`src/rtl/fan_alu_sequencer.sv`:
```
// fan_alu_sequencer: drives SUB then MUL on an external alu and turns the product into a fan duty value
// Optional duty slew limiting is enabled by defining FAN_SLEW_EN.
module fan_alu_sequencer #(
    parameter int ALU_SETTLE = 1,
    parameter int GAIN_SHIFT = 4,
    parameter int MIN_DUTY   = 0,
    parameter int MAX_STEP   = 16
) (
    input  logic        clk,
    input  logic        rst_n,
    input  logic        temp_valid,
    output logic        temp_ready,
    input  logic [7:0]  temp_in,
    input  logic [7:0]  threshold,
    input  logic [7:0]  gain,
    output logic [2:0]  alu_opcode,
    output logic [7:0]  alu_op1,
    output logic [7:0]  alu_op2,
    input  logic [15:0] alu_result,
    input  logic        alu_flagC,
    input  logic        alu_flagZ,
    output logic        duty_valid,
    input  logic        duty_ready,
    output logic [7:0]  duty_out,
    output logic        busy
);
    typedef enum logic [2:0] {IDLE, SUB_WAIT, MUL_WAIT, CALC, OUT} state_t;
    localparam logic [2:0] OP_SUB = 3'b001;
    localparam logic [2:0] OP_MUL = 3'b010;
    localparam int CW = ALU_SETTLE > 1 ? $clog2(ALU_SETTLE) : 1;
`ifdef FAN_SLEW_EN
    localparam bit SLEW = 1'b1;
`else
    localparam bit SLEW = 1'b0;
`endif
    state_t state, state_next;
    logic [CW-1:0] cnt;
    logic [7:0] gain_q, last_duty, clamp, target, duty_next;
    logic [15:0] product, scaled;
    logic settled, skip;
    int diff, step;
    assign settled = cnt == CW'(ALU_SETTLE - 1);
    // temp <= threshold shows up as a borrow or a zero difference
    assign skip = !alu_flagC || alu_flagZ;
    // next-state decode and handshake outputs
    always_comb begin
        state_next = state;
        temp_ready = 1'b0;
        duty_valid = 1'b0;
        busy       = 1'b1;
        case (state)
            IDLE: begin
                temp_ready = 1'b1;
                busy       = 1'b0;
                if (temp_valid) state_next = SUB_WAIT;
            end
            SUB_WAIT: if (settled) state_next = skip ? CALC : MUL_WAIT;
            MUL_WAIT: if (settled) state_next = CALC;
            CALC:     state_next = OUT;
            OUT: begin
                duty_valid = 1'b1;
                if (duty_ready) state_next = IDLE;
            end
            default:  state_next = IDLE;
        endcase
    end
    // state register
    always_ff @(posedge clk) begin
        if (!rst_n) state <= IDLE;
        else state <= state_next;
    end
    // settle counter restarts on every state change
    always_ff @(posedge clk) begin
        if (!rst_n || state_next != state) cnt <= '0;
        else cnt <= cnt + 1'b1;
    end
    // scale, clamp to 8 bits, floor at MIN_DUTY, then optionally slew-limit
    always_comb begin
        scaled    = product >> GAIN_SHIFT;
        clamp     = |scaled[15:8] ? 8'hFF : scaled[7:0];
        target    = int'(clamp) < MIN_DUTY ? 8'(MIN_DUTY) : clamp;
        diff      = int'(target) - int'(last_duty);
        step      = diff > MAX_STEP ? MAX_STEP : (diff < -MAX_STEP ? -MAX_STEP : diff);
        duty_next = SLEW ? 8'(int'(last_duty) + step) : target;
    end
    // alu operand issue, result capture and duty register
    always_ff @(posedge clk) begin
        if (!rst_n) begin
            alu_opcode <= 3'b000;
            alu_op1    <= '0;
            alu_op2    <= '0;
            gain_q     <= '0;
            product    <= '0;
            duty_out   <= '0;
            last_duty  <= '0;
        end else begin
            case (state)
                IDLE: if (temp_valid) begin
                    alu_opcode <= OP_SUB;
                    alu_op1    <= temp_in;
                    alu_op2    <= threshold;
                    gain_q     <= gain;
                end
                SUB_WAIT: if (settled) begin
                    product <= '0;
                    if (!skip) begin
                        alu_opcode <= OP_MUL;
                        alu_op1    <= alu_result[7:0];
                        alu_op2    <= gain_q;
                    end
                end
                MUL_WAIT: if (settled) product <= alu_result;
                CALC: begin
                    duty_out  <= duty_next;
                    last_duty <= duty_next;
                end
                default: ;
            endcase
        end
    end
endmodule

```
`config.mk`:
```
export PLATFORM = sky130hd
export DESIGN_NAME = fan_alu_sequencer
export DESIGN_NICKNAME = d
export VERILOG_FILES = /design/src/rtl/fan_alu_sequencer.sv
export SDC_FILE = /design/constraint.sdc
export NUM_CORES = 1
export LEC_CHECK = 0
export CORE_ASPECT_RATIO = 0.75
export CORE_MARGIN = 2
export CORE_UTILIZATION = 40
export CTS_CLUSTER_SIZE = 40
export DETAILED_ROUTE_END_ITERATION = 7
export PLACE_DENSITY_LB_ADDON = 0.08
export SKIP_LAST_GASP = 1
export SLEW_MARGIN = 20
export SYNTH_ARGS = -nofsm -noshare
export SYNTH_HDL_FRONTEND = slang
export SYNTH_SLANG_ARGS = --single-unit
```
`constraint.sdc`:
```
create_clock -name clk -period 4 [get_ports clk]
set_clock_uncertainty 0.05 [all_clocks]
set_input_delay 1 -clock clk [delete_from_list [all_inputs] [get_ports clk]]
set_output_delay 1 -clock clk [all_outputs]
set_load 0.05 [all_outputs]
```
# ---- Word level (Yosys, flattened, before mapping)
# Index checks and enable logic that the tools add are counted.
dict set report totals {
  input_bits 46
  ff_bits 55
  output_inout_bits 30
}
dict set report classes {
  reduce_logical 11
  n_eq_ne 9
  mux 25
  addsub 1
}
# cell n
set op_table {}
lappend op_table {{$mux W8} 7}
lappend op_table {{$mux W16} 2}
lappend op_table {{$pmux W16 S2} 1}
lappend op_table {{$pmux W8 S2} 2}
lappend op_table {{$mux W3} 7}
lappend op_table {{$pmux W3 S5} 1}
lappend op_table {{$ne A2 B2 Y1 const B} 4}
lappend op_table {{$eq A3 B2 Y1 const B} 2}
lappend op_table {{$pmux W3 S2} 1}
lappend op_table {{$mux W1} 4}
lappend op_table {{$reduce_and A4 Y1} 1}
lappend op_table {{$reduce_bool A2 Y1} 2}
lappend op_table {{$reduce_or A4 Y1} 1}
lappend op_table {{$eq A3 B1 Y1 const B} 1}
lappend op_table {{$eq A3 B3 Y1 const B} 1}
lappend op_table {{$logic_not A3 Y1} 1}
lappend op_table {{$ne A3 B3 Y1} 1}
lappend op_table {{$reduce_and A3 Y1} 1}
lappend op_table {{$logic_not A1 Y1} 2}
lappend op_table {{$logic_or A1 B1 Y1} 2}
lappend op_table {{$reduce_and A2 Y1} 1}
lappend op_table {{$add A1 B1 Y1 const B} 1}

# ---- Depth between registers and ports, before layout
# Gate-level depths: netlist of run 1.
dict set report logic_depth {
  depth_word 7
  depth_mapped 6
  ltp_nobuf 3
}

# ---- Worst setup path before layout of run 1
# No wires, ideal clock.
dict set report synth_timing {
  kind {reg-to-output}
  from {register state[0]}
  to {output port duty_valid}
  t_arrival_ps 1674
  setup_slack_ps 1276
  path_stages_with_launch 3
  t_required_ps 2950
  cell_sequence {dfxtp_1 > buf_6 > nor3b_1}
}
dict set report synth_via {
  elab_chain_len 2
}
# item line
set synth_rtl {}
lappend synth_rtl {{from (decl)} 36} ;# state_t state, state_next;
lappend synth_rtl {{from (signal assigned)} 70} ;# else state <= state_next;
lappend synth_rtl {{$eq A3 B3 Y1} 51} ;# case (state)
lappend synth_rtl {{$mux W1} 51}
lappend synth_rtl {{to (decl)} 22} ;# output logic duty_valid,
# Every way passes these cells.

# ---- Worst setup path in the final report of run 1
dict set report layout_timing {
  from {register state[2]}
  to {output port duty_valid}
}
# Same word-level chain as after synthesis.

==> metrics.md, run 1 <==
| Metric | Value |
|---|---|
| Outcome | finished clean |
| Die width | 93.2 µm |
| Startpoint class of the critical path | flip-flop |
| Final WS setup | 901 ps |
| Cts bufs inserted | 5 |
| CP arrival | 2050 ps |
| Critical path's largest stage delay | 840 ps |
| Critical-path top delay cell | clkdlybuf4s50_1 |
| Cells along the critical path | buf_4 > nor3b_1 > clkdlybuf4s50_1 |
| Setup WS pre-CTS | 953 ps |
| Core Util, Final | 0.560 |
| Post-DP HPWL | 4190 µm |
| Clock Tree Buf Depth | 2 |
| Critical path capture point type | primary output |
| Core area | 5800 µm² |
| Cell count after synthesis | 241 |
| Cell area power density | 438 nW/µm² |
| Total congestion overflow | 0 |
| CTS Root Cell | clkbuf_8 |
| Drt drc | 0 |
| Slew Viols, Final | 0 |
| Die area | 6610 µm² |
| Maximum fanout along the worst path | 28 |
| EDFF count, synth | 0 |
| Slew of the pin with the lowest slew margin | 805 ps |
| FF/Latch Area | 1000 µm² |
| CTS Hold Buffers Added | 0 |
| Worst r2r dst | alu_opcode[1] |
| Vias in the first global route | 2,021 |
| First-pass GRT wire length | 10,200 µm |
| Most common cell after layout, fill and taps aside | clkdlybuf4s50_1 |
| Setup slack, reg-to-reg | 1890 ps |
| Worst min path class | reg -> reg |
| Ys async rst share | 0 |
| Syn_area_per_cell | 9.91 µm² |
| Endpoints failing hold | 0 |
| Hold Path Depth | 2 |
| Max_slew headroom | 0.460 |
| Nets | 343 |
| Tcrit/Tclk final | 0.775 |
| Clock sinks | 50 |
| Routed Antenna Nets | 0 |
| Min Hold Slack | 418 ps |
| Area taken by multi-input logic gates | 1210 µm² |
| R2R depth | 3 |
| Fin Setup TNS | 0 ps |
| Row cnt | 24 |
| Initial drt markers | 113 |
| Antenna violations before repair | 0 |
| Seq/Total Area, Yosys | 0.419 |
| Number of synthesized register bits | 50 |
| Htree depth | 2 |
| Distinct cells, synth | 43 |
| MaxCap Viol Count | 0 |
| Min-delay src | gain_q[0] |
| WL per Instance | 16.5 µm |
| Drt total wl | 6210 µm |
| LEAKAGE | 1.19 nW |
| DR vias | 2,147 |
| Initial Utilization | 0.412 |
| Maximum VDD drop | 0.214 mV |
| Router iterations before antenna repair | 5 |
| Ant. Diodes | 0 |
| Port bufs | 74 |
| Post-synth net total | 287 |
| Start of the worst register-to-register path | cnt |
| Most frequent cells in the layout | clkdlybuf4s50_1 (73), dfxtp_1 (50), nand2_1 (22) |
| # setup viols final | 0 |
| Fraction of layout cells with a size suffix above 1 | 0.124 |
| Highest Clock Rate | 323 MHz |
| GPL Wtd Cong | 0.767 |
| RSZ-0062 raised after global routing | false |
| FILL cells | 526 |
| WP data required | 2950 ps |
| Hold path endpoint | gain_q[0] |
| Die H | 70.9 µm |
| Ys Warns | 0 |
| Worst skew pair latency | 300 ps |
| Ports | 76 |
| Top FF cell, synth | dfxtp_1 |
| Crit Path Class | reg -> out |
| Via-to-Cell Ratio | 5.71 |
| Gr usage total | 0.190 |
| Layout area overhead | 36.0% |
| Cell area after synthesis | 2390 µm² |
| CTS clk-pin slew, worst paths | 100 ps |
| CTS tree | built |
| Post-cts resize count | 0 |
| Crit path time final | 3100 ps |
| Power Total | 1.42 mW |
| Pin count of the biggest net entering global routing | 53 |
| Post-CTS setup buffer count | 0 |
-- where the power goes --
group	switching, mW	internal [mW]	total [mW]
clock	0.172	0.267	0.439
combinational	0.240	0.160	0.399
sequential	0.0414	0.544	0.586
-- per-stage QoR --
step / cells / instance area, µm²
3_5_place_dp: 368 / 3100
6_report: 376 / 3250
3_3_place_gp: 368 / 3100
4_1_cts: 376 / 3250
2_1_floorplan: 241 / 2390
5_1_grt: 376 / 3250
-- final cells by class --
class                   instances  share of cell area
multi-input cells             157               0.373
flip-flops and latches         50               0.308
repair buffers                 81               0.243
well taps                      78              0.0301
clock buffers                   6              0.0254
clock inverters                 2              0.0185
inverters                       2             0.00231
-- layer usage --
| layer | wire length (µm) | global-route usage | vias to the layer above |
|---|---|---|---|
| met5 | 0 | 0 | - |
| met4 | 59 | 0.0458 | 0 |
| met3 | 406 | 0.0469 | 7 |
| met2 | 2780 | 0.280 | 76 |
| met1 | 2960 | 0.279 | 1008 |
| li1 | - | - | 1056 |
-- synth_stat cells, types with 2 or more instances --
master,number,share of area
a21boi_2,8,0.038
a22o_1,12,0.044
a32oi_1,16,0.059
a41oi_1,2,0.0073
buf_2,10,0.021
buf_4,5,0.016
buf_6,3,0.014
clkbuf_1,12,0.019
dfxtp_1,50,0.42
inv_1,2,0.0031
nand2_1,22,0.035
nand2b_1,3,0.0079
nand3_1,14,0.029
nand4_1,14,0.037
nor3_1,2,0.0042
nor3b_1,2,0.0063
nor4bb_1,16,0.067
o211a_1,2,0.0084
o211ai_1,14,0.044
o221a_2,9,0.042
-- logic make-up after synthesis --
kind of cell	share of synthesized area
other	0.00157
AOI/OAI and AO/OA	0.265
buffers and inverters	0.0765
xor gates and xnor gates	0.00367
and+or+nand+nor	0.234
DFF	0.419
-- registers in the layout, indices dropped and copies added (netlist names) --
signal / cells
alu_op1: 8
alu_op2: 8
alu_opcode: 2
cnt: 1
duty_out: 8
gain_q: 8
product: 12
state: 3
-- worst max path at each step --
stage                    endpoint  slack (ps)  cells past startpoint       from
CTS                    duty_valid         860                      3   state[2]
global route           duty_valid         800                      3   state[2]
finish                 duty_valid         900                      3   state[2]
floorplan              duty_valid        1280                      2   state[0]
detailed placement  alu_opcode[1]         950                      5  alu_flagZ
global placement       alu_op2[1]         990                      5  alu_flagZ
-- critical path, delay by kind of cell, from the launching register on --
family	cells	cell delay, ps
buffers and inverters	2	1140
and+or+nand+nor	1	280
DFF	1	320
No activity file was read; power rests on OpenSTA's default activity.
==> run 2, diff against run 1 <==
Clock period 4 ns to 3.1 ns, I/O delays scaled along.
==> run 2 against run 1 <==
  * Design area down 0.96%
  * Count of clock-buffer cells in the layout up 1
  * Critical path depth down 2
  * Global-route usage up 0.17 points
  * Total power up 17%
  * Die area unchanged
  * Largest cell class unchanged
==> metrics.md, run 2 (same netlist as run 1, synthesis figures left out) <==
| Metric | Value |
|---|---|
| Outcome | finished clean |
| Router iterations before antenna repair | 4 |
| Worst r2r dst | duty_out[0] |
| Cts bufs inserted | 5 |
| Antenna violations before repair | 0 |
| CP Capture Point | alu_op2[3] |
| Grt met3 use | 0.0341 |
| GPL Wtd Cong | 0.803 |
| Tcrit/Tclk final | 0.751 |
| Htree depth | 2 |
| Hold Path Depth | 2 |
| Worst min path class | reg -> reg |
| Largest register FFs | 12 |
| R2R depth | 4 |
| Core area | 5800 µm² |
| CP arrival | 1500 ps |
| # setup viols final | 0 |
| MaxCap Viol Count | 0 |
| Post-DP HPWL | 4350 µm |
| CTS clk-pin slew, worst paths | 90 ps |
| Gr usage total | 0.191 |
| Start of the worst register-to-register path | state[1] |
| CTS tree | built |
| Worst skew pair latency | 310 ps |
| WP data required | 2270 ps |
| Clock sinks | 50 |
| Pin count of the biggest net entering global routing | 39 |
| Critical path origin | alu_op2[3] |
| Fin Setup TNS | 0 ps |
| Placed Cells | 370 |
| Via-to-Cell Ratio | 5.68 |
| Clock Tree Buf Depth | 2 |
| Post-CTS setup buffer count | 0 |
| Ant. Diodes | 0 |
| Cells along the critical path | clkdlybuf4s50_1 |
| Most frequent cells in the layout | clkdlybuf4s50_1 (70), dfxtp_1 (50), nand2_1 (22) |
| GRT Max-Usage Layer | met1 |
| Cell family with most CP delay | buffers and inverters |
| Crit path time final | 2330 ps |
| Maximum fanout along the worst path | 3 |
| Drt total wl | 6230 µm |
| Critical-path top delay cell | clkdlybuf4s50_1 |
| Total congestion overflow | 0 |
| Endpoints failing hold | 0 |
| Critical path capture point type | primary output |
| Initial Utilization | 0.412 |
| Reg with most FFs | product |
| First-pass GRT wire length | 9890 µm |
| Routed Antenna Nets | 0 |
| Port bufs | 74 |
| CTS Hold Buffers Added | 0 |
| DR vias | 2,148 |
| CTS Root Cell | clkbuf_8 |
| Vias in the first global route | 1,930 |
| Slew of the pin with the lowest slew margin | 784 ps |
| Max_slew headroom | 0.474 |
| RSZ-0062 raised after global routing | false |
| Slew Viols, Final | 0 |
| Fraction of layout cells with a size suffix above 1 | 0.137 |
| Drt drc | 0 |
| Critical Path Stages | 1 |
| Die width | 93.2 µm |
| Setup slack, reg-to-reg | 1160 ps |
| LEAKAGE | 1.19 nW |
| GRT met1 Usage | 0.291 |
| Ports | 76 |
| Layout area overhead | 34.7% |
| Die area | 6610 µm² |
| Cell area power density | 518 nW/µm² |
| Maximum VDD drop | 0.203 mV |
| Met2 global-route usage | 0.273 |
| Die H | 70.9 µm |
| WL per Instance | 16.5 µm |
| Critical path's largest stage delay | 820 ps |
| CP Buf/Inv Count | 1 |
| Crit Path Class | reg -> out |
| Nets | 345 |
| Startpoint class of the critical path | flip-flop |
| Initial drt markers | 118 |
| Post-cts resize count | 0 |
| Most common cell after layout, fill and taps aside | clkdlybuf4s50_1 |
| Row cnt | 24 |
| Highest Clock Rate | 430 MHz |
| Final Non-Filler Cells | 378 |
-- run 2: cell count changes in the layout (fill, tap and decap cells not counted) --
| cell | previous run | this run |
|---|---|---|
| buf_4 | 7 | 11 |
| clkdlybuf4s50_1 | 73 | 70 |
| bufinv_16 | 2 | 0 |
| buf_12 | 0 | 1 |
| clkbuf_1 | 0 | 1 |
| clkinv_2 | 0 | 1 |
-- run 2: per-layer routing --
layer / vias up / wire length (µm)
li1: 1072 / -
met1: 998 / 3050
met2: 71 / 2770
met3: 7 / 328
met4: 0 / 73
met5: - / 0
-- run 2: where the power goes --
part	internal [mW]	total, mW	leakage (nW)	switching (mW)
sequential	0.702	0.755	0.408	0.0524
clock	0.180	0.392	0.0482	0.212
combinational	0.210	0.519	0.729	0.309
total	1.09	1.67	1.19	0.573
-- run 2: layout make-up --
type | instances | area, µm²
Inverter | 2 | 7.51
Fill cell | 530 | 2580
Multi-Input combinational cell | 157 | 1210
Tap cell | 78 | 97.6
Clock inverter | 1 | 5.00
Sequential cell | 50 | 1000
Clock buffer | 7 | 86.3
Timing Repair Buffer | 83 | 808
-- run 2: per-stage QoR --
step | hold slack (ps) | utilization | total power, mW | setup WS (ps) | instance area, µm²
6_report | 417 | 0.555 | 1.67 | 773 | 3220
3_3_place_gp | 399 | 0.539 | 1.29 | 751 | 3120
2_1_floorplan | 393 | - | 1.11 | 601 | 2390
3_5_place_dp | 410 | 0.539 | 1.29 | 757 | 3120
5_1_grt | 439 | 0.555 | 1.74 | 722 | 3220
4_1_cts | 423 | 0.555 | 1.68 | 768 | 3220
-- run 2: worst min-delay path by stage --
| stage | from | endpoint | slack (ps) |
|---|---|---|---|
| floorplan | gain_q[0] | gain_q[0] | 390 |
| global placement | gain_q[0] | gain_q[0] | 400 |
| detailed placement | gain_q[3] | gain_q[3] | 410 |
| CTS | gain_q[7] | gain_q[7] | 420 |
| global route | gain_q[7] | gain_q[7] | 440 |
| finish | gain_q[7] | gain_q[7] | 420 |
==> RTL edit 1 (settings of run 2) <==
Add a define of `FAN_SLEW_EN`.
--- a/src/rtl/fan_alu_sequencer.sv
+++ b/src/rtl/fan_alu_sequencer.sv
@@ -1,5 +1,7 @@
 // fan_alu_sequencer: drives SUB then MUL on an external alu and turns the product into a fan duty value
 // Optional duty slew limiting is enabled by defining FAN_SLEW_EN.
+`define FAN_SLEW_EN
+
 module fan_alu_sequencer #(
     parameter int ALU_SETTLE = 1,
     parameter int GAIN_SHIFT = 4,
Check against the original RTL: not equivalent (a bounded check fails within 10 cycles, from zero or initial values and one cycle with rst_n low).
==> RTL edit 1 against run 2 <==
The run now ends with negative setup slack left. Sequential share of layout area fell by 8.6 points. Area after synthesis is 20% higher. Fmax decreased by 43%. Setup slack worse by 1.7 ns. Routed wire length rose by 37%. Sequential cell count unchanged. Cell area grew 39%. Critical path type is now reg -> reg.
Power is not compared: it rests on default switching activity, and its combinational part moved more than twofold at a synthesized area within 25%.
==> RTL edit 1: results (changes against run 2) <==
Outcome
  – Status: finished with violations
  – Failing checks: negative setup slack

Logic synthesis
  – Post-synth cell types: 62 (+44%)
  – Post-synthesis sequential area ratio: 35.0% (-6.9 points)
  – Post-synthesis mux area share: 0.350% (+0.35 points)
  – Post-Synth Adder-Cell Area: 8.40% (+8.4 points)
  – Synth Area in Compound Gates: 22.2% (-4.3 points)
  – Syn Nets: 398 (+39%)
  – Post-synth top cells: 50 x dfxtp_1, 41 x nand2_1, 32 x nor2_1
  – Synth top area cells: dfxtp_1 35%, ha_1 7.0%, a222oi_1 5.6%
  – Post-Synth XOR/XNOR Area: 2.76% (+2.4 points)

Placement
  – Area after DPL: 4010 um^2 (+28%)
  – DP HPWL: 5980 um (+37%)
  – Post-Place Worst Slack: -0.977 ns (-1.73 ns)

GRT
  – Largest net degree at the start of global routing: 31 (-21%)
  – First-pass GRT wire length: 13600 um (+37%)
  – Global-route usage over all layers: 21.8% (+2.6 points)

Critical path
  – Largest stage delay, worst path: 0.37 ns (-0.45 ns)
  – Crit. End Element: flop
  – R2R Path Start: product[13]
  – Data arrival, critical path: 4.25 ns (+2.75 ns)
  – Slowest-stage cell, CP: fa_2

Routing
  – DRT met1 WL: 4160 um (+36%)
  – Met3 Routed Length: 487 um (+48%)
  – Number of vias per cell: 5.24 (-7.7%)
  – Starting DRT DRC Count: 172 (+46%)
  – DR pass1 iterations: 8 (+4)
  – WL final: 8560 um (+37%)

Timing
  – Slew @ Worst Pin: 0.881 ns (+0.0966 ns)
  – Setup violators final: 7 (+7)
  – Setup_tns: -5.48 ns (-5.48 ns)
  – Worst Slack Setup Final: -0.957 ns (-1.73 ns)

Worst hold path
  – Hold wc startpoint: gain_q[3]

Finish
  – FILL cells: 595 (+12%)
  – Nets@finish: 526 (+52%)
RTL edit 1: changes by cell type in the layout (fill, tap and decap cells not counted), moves of 16 or more:
cell	before	now
a222oi_1	0	16
buf_4	11	54
nand2_1	22	40
nor2_1	1	32
nor2b_1	1	19
RTL edit 1: cell type report:
class,count,area share [%]
clock inverter,3,0.475
timing repair buffer,136,27.6
inverter,16,1.34
sequential,50,22.5
tap,98,2.74
clock buffer,5,1.54
multi-input combinational,253,43.8
RTL edit 1: layer usage:
metal  up-vias  GRT usage, %
met2        83          32.2
met3         9          3.83
met5         -             0
li1       1454             -
met4         0          5.00
met1      1396          32.6
RTL edit 1: final timing paths:
check | end | slack, ns | cells past startpoint
max | last_duty[7] | -0.96 | 19
max reg2reg | last_duty[7] | -0.96 | 19
min | gain_q[3] | 0.41 | 2
min reg2reg | gain_q[3] | 0.41 | 2
RTL edit 1: report_power, final:
group	switching (mW)	leakage [nW]	internal, mW
clock	0.231	0.0441	0.159
sequential	0.0531	0.410	0.714
combinational	1.23	1.30	1.17
RTL edit 1: stage by stage:
stage | hold slack (ns) | total power [mW] | utilization [%] | instances
detailed placement | 0.399 | 2.75 | 58.5 | 538
CTS | 0.414 | 3.39 | 63.7 | 558
global placement | 0.397 | 2.73 | 58.5 | 538
finish | 0.414 | 3.56 | 65.2 | 561
global route | 0.447 | 3.79 | 65.2 | 561
floorplan | 0.383 | 1.99 | - | 334
RTL edit 1: what timing repair did:
item                                    CTS  global route
endpoints found under the setup margin    8             8
resized for setup                        38            18
pin swaps                                13            15
buffers inserted                         12             3
hold buffers                              0             0
RTL edit 1: tightest hold or removal path, cell delays in order, from the launching register on:
cell	delay, ns
dfxtp_1	0.33
nand2_1	0.05
a21oi_1	0.05
==> RTL edit 2 (settings of run 2) <==
Without the edit above. Encoding of `state_t`: now one-hot (5 bits for 5 states).
--- a/src/rtl/fan_alu_sequencer.sv
+++ b/src/rtl/fan_alu_sequencer.sv
@@ -24,7 +24,7 @@
     output logic [7:0]  duty_out,
     output logic        busy
 );
-    typedef enum logic [2:0] {IDLE, SUB_WAIT, MUL_WAIT, CALC, OUT} state_t;
+    typedef enum logic [4:0] {IDLE = 5'b00001, SUB_WAIT = 5'b00010, MUL_WAIT = 5'b00100, CALC = 5'b01000, OUT = 5'b10000} state_t;
     localparam logic [2:0] OP_SUB = 3'b001;
     localparam logic [2:0] OP_MUL = 3'b010;
     localparam int CW = ALU_SETTLE > 1 ? $clog2(ALU_SETTLE) : 1;
Behaviour: same outputs for any inputs over 10 cycles, from zero or initial values and one cycle with rst_n low; not proved beyond that.
==> RTL edit 2 against run 2 <==
Final cell count fell by 0.26%. Cell area decreased by 3.5%. Power is 13% lower. Global-route usage fell by 0.46 points. Setup slack got worse by 0.37 ns. Routed wire length decreased by 9.1%. Area after synthesis fell by 5.9%. Sequential cell count is 2 higher. Core utilization rose by 2.2 points. First-iteration DRC count decreased by 25%. Largest power group unchanged.
==> RTL edit 2: results (changes against run 2) <==
Critical path
  – Largest stage delay, worst path: 0.48 ns (-0.34 ns)
  – Slowest-stage cell, CP: or3_1
  – CP max FO: 9 (+6)
  – R2R Path Start: state[2]
  – Reg2reg setup slack: 0.96 ns (-0.20 ns)
  – Data arrival, critical path: 1.87 ns (+0.37 ns)
  – Worst Reg-to-Reg Cells: 5 (+1)
  – Reg-to-Reg End: state[0]

Placement
  – Post-Place Worst Slack: 0.368 ns (-0.390 ns)
  – Cells after DPL: 369 (-0.27%)
  – GPL Wtd Cong: 0.808 (+0.52%)
  – DP HPWL: 3780 um (-13%)

Logic synthesis
  – Syn Nets: 281 (-2.1%)
  – Post-synthesis sequential area ratio: 46.3% (+4.4 points)
  – Main synth FF type: dfxtp_1
  – Post-synth cell types: 42 (-2.3%)
  – Post-synth top cells: 52 x dfxtp_1, 51 x nand2_1, 16 x o31ai_1
  – Fraction of synthesis flops using an asynchronous set or reset pin: 0% (unchanged)
  – Synth top area cells: dfxtp_1 46%, nand2_1 8.5%, o31ai_1 5.3%
  – Syn_area_per_cell: 9.56 um^2 (-3.5%)

Finish
  – Fin cells: 377 (-0.26%)
  – ANT cells: 0 (unchanged)
  – Nets@finish: 347 (+0.58%)
  – Layout cells sized above 1: 13.9% (+0.24 points)
  – Largest register FFs: 12 (unchanged)
  – FILL cells: 491 (-7.4%)

Timing
  – Worst slew margin: 47.7% (+0.25 points)
  – Minimum clock period: 2.70 ns (+0.372 ns)

GRT
  – Number of antenna violations at the first check in global routing: 0 (unchanged)
  – First-pass GRT wire length: 9140 um (-7.6%)
  – Largest net degree at the start of global routing: 33 (-15%)
  – Number of global-route vias before repair: 1768 (-8.4%)
  – Global-route usage over all layers: 18.7% (-0.46 points)

Power
  – Max VDD drop: 0.328 mV (+62%)
  – Internal power component: 1.01 mW (-8.0%)
  – Leak pwr: 1.18 nW (-0.58%)

Clock tree
  – Clk root buf: clkbuf_8
  – Total number of H-tree levels: 2 (unchanged)

Outcome
  – Status: complete, no violations

Worst hold path
  – Hold endpoint: gain_q[2]
  – Hold wc startpoint: gain_q[2]

Routing
  – WL/cell: 15.0 um (-8.9%)
  – Number of vias per cell: 5.25 (-7.7%)
  – Starting DRT DRC Count: 89 (-25%)
  – DR pass1 iterations: 4 (unchanged)
## RTL edit 2: changes by cell type after synthesis, sizes merged, moves of 15 or more
cell	run 2	this run
a31oi	0	16
a32oi	16	0
nand2	22	51
nor4bb	16	1
o31ai	0	16
## RTL edit 2: power groups by stage
stage / logic [mW] / registers (mW) / clock network, mW
global route: 0.350 / 0.729 / 0.431
finish: 0.329 / 0.725 / 0.387
global placement: 0.329 / 0.740 / 0
CTS: 0.332 / 0.724 / 0.401
detailed placement: 0.331 / 0.740 / 0
floorplan: 0.125 / 0.812 / 0
## RTL edit 2: critical path, delay by kind of cell (launching register included)
family,cells,cell delay [ns]
AND/OR/NAND/NOR,2,0.84
flip-flops,1,0.41
buffers and inverters,1,0.32
## RTL edit 2: logic make-up after synthesis
kind of cell | count (synthesis) | synth area share (%)
AO/OA/AOI/OAI | 73 | 27.5
XOR/XNOR | 2 | 0.780
buffers and inverters | 25 | 6.35
flip-flops | 52 | 46.3
other | 1 | 0.167
AND/OR/NAND/NOR | 82 | 18.9
## RTL edit 2: final cells by class
type	count	share of cell area, %
Clock buffer	5	2.22
Clock inverter	3	0.726
Inverter	3	0.363
Multi-Input combinational cell	158	34.4
Sequential cell	52	33.5
Tap cell	75	3.02
Timing Repair Buffer	81	25.7
## RTL edit 2: worst max-delay path by stage
stage,start,to,cells after the start
floorplan,state[2],duty_valid,3
global placement,state[2],busy,3
detailed placement,state[2],busy,3
CTS,state[2],busy,3
global route,state[2],busy,3
finish,state[2],busy,3
## RTL edit 2: routing by layer
metal  routed length (um)  vias to the layer above  GRT usage [%]  share of wire (%)
li1                     -                      991              -                  -
met1                 2860                      931           25.9                 51
met2                 2470                       49           29.5                 44
met3                  255                        7           4.24                4.5
met4                   71                        0           5.38                1.3
met5                    0                        -              0                  0
## RTL edit 2: timing repair
action	CTS	global route
resized for setup	0	1
endpoints found under the setup margin	0	1
hold endpoints to repair	0	0
hold buffers	0	0
## RTL edit 2: stage by stage
stage / area [um^2] / util, % / hold slack [ns]
after CTS: 3100 / 57.6 / 0.409
after global placement: 3010 / 55.9 / 0.393
after floorplan: 2250 / - / 0.385
after detailed placement: 3010 / 55.9 / 0.395
final: 3100 / 57.7 / 0.407
after global routing: 3100 / 57.7 / 0.426
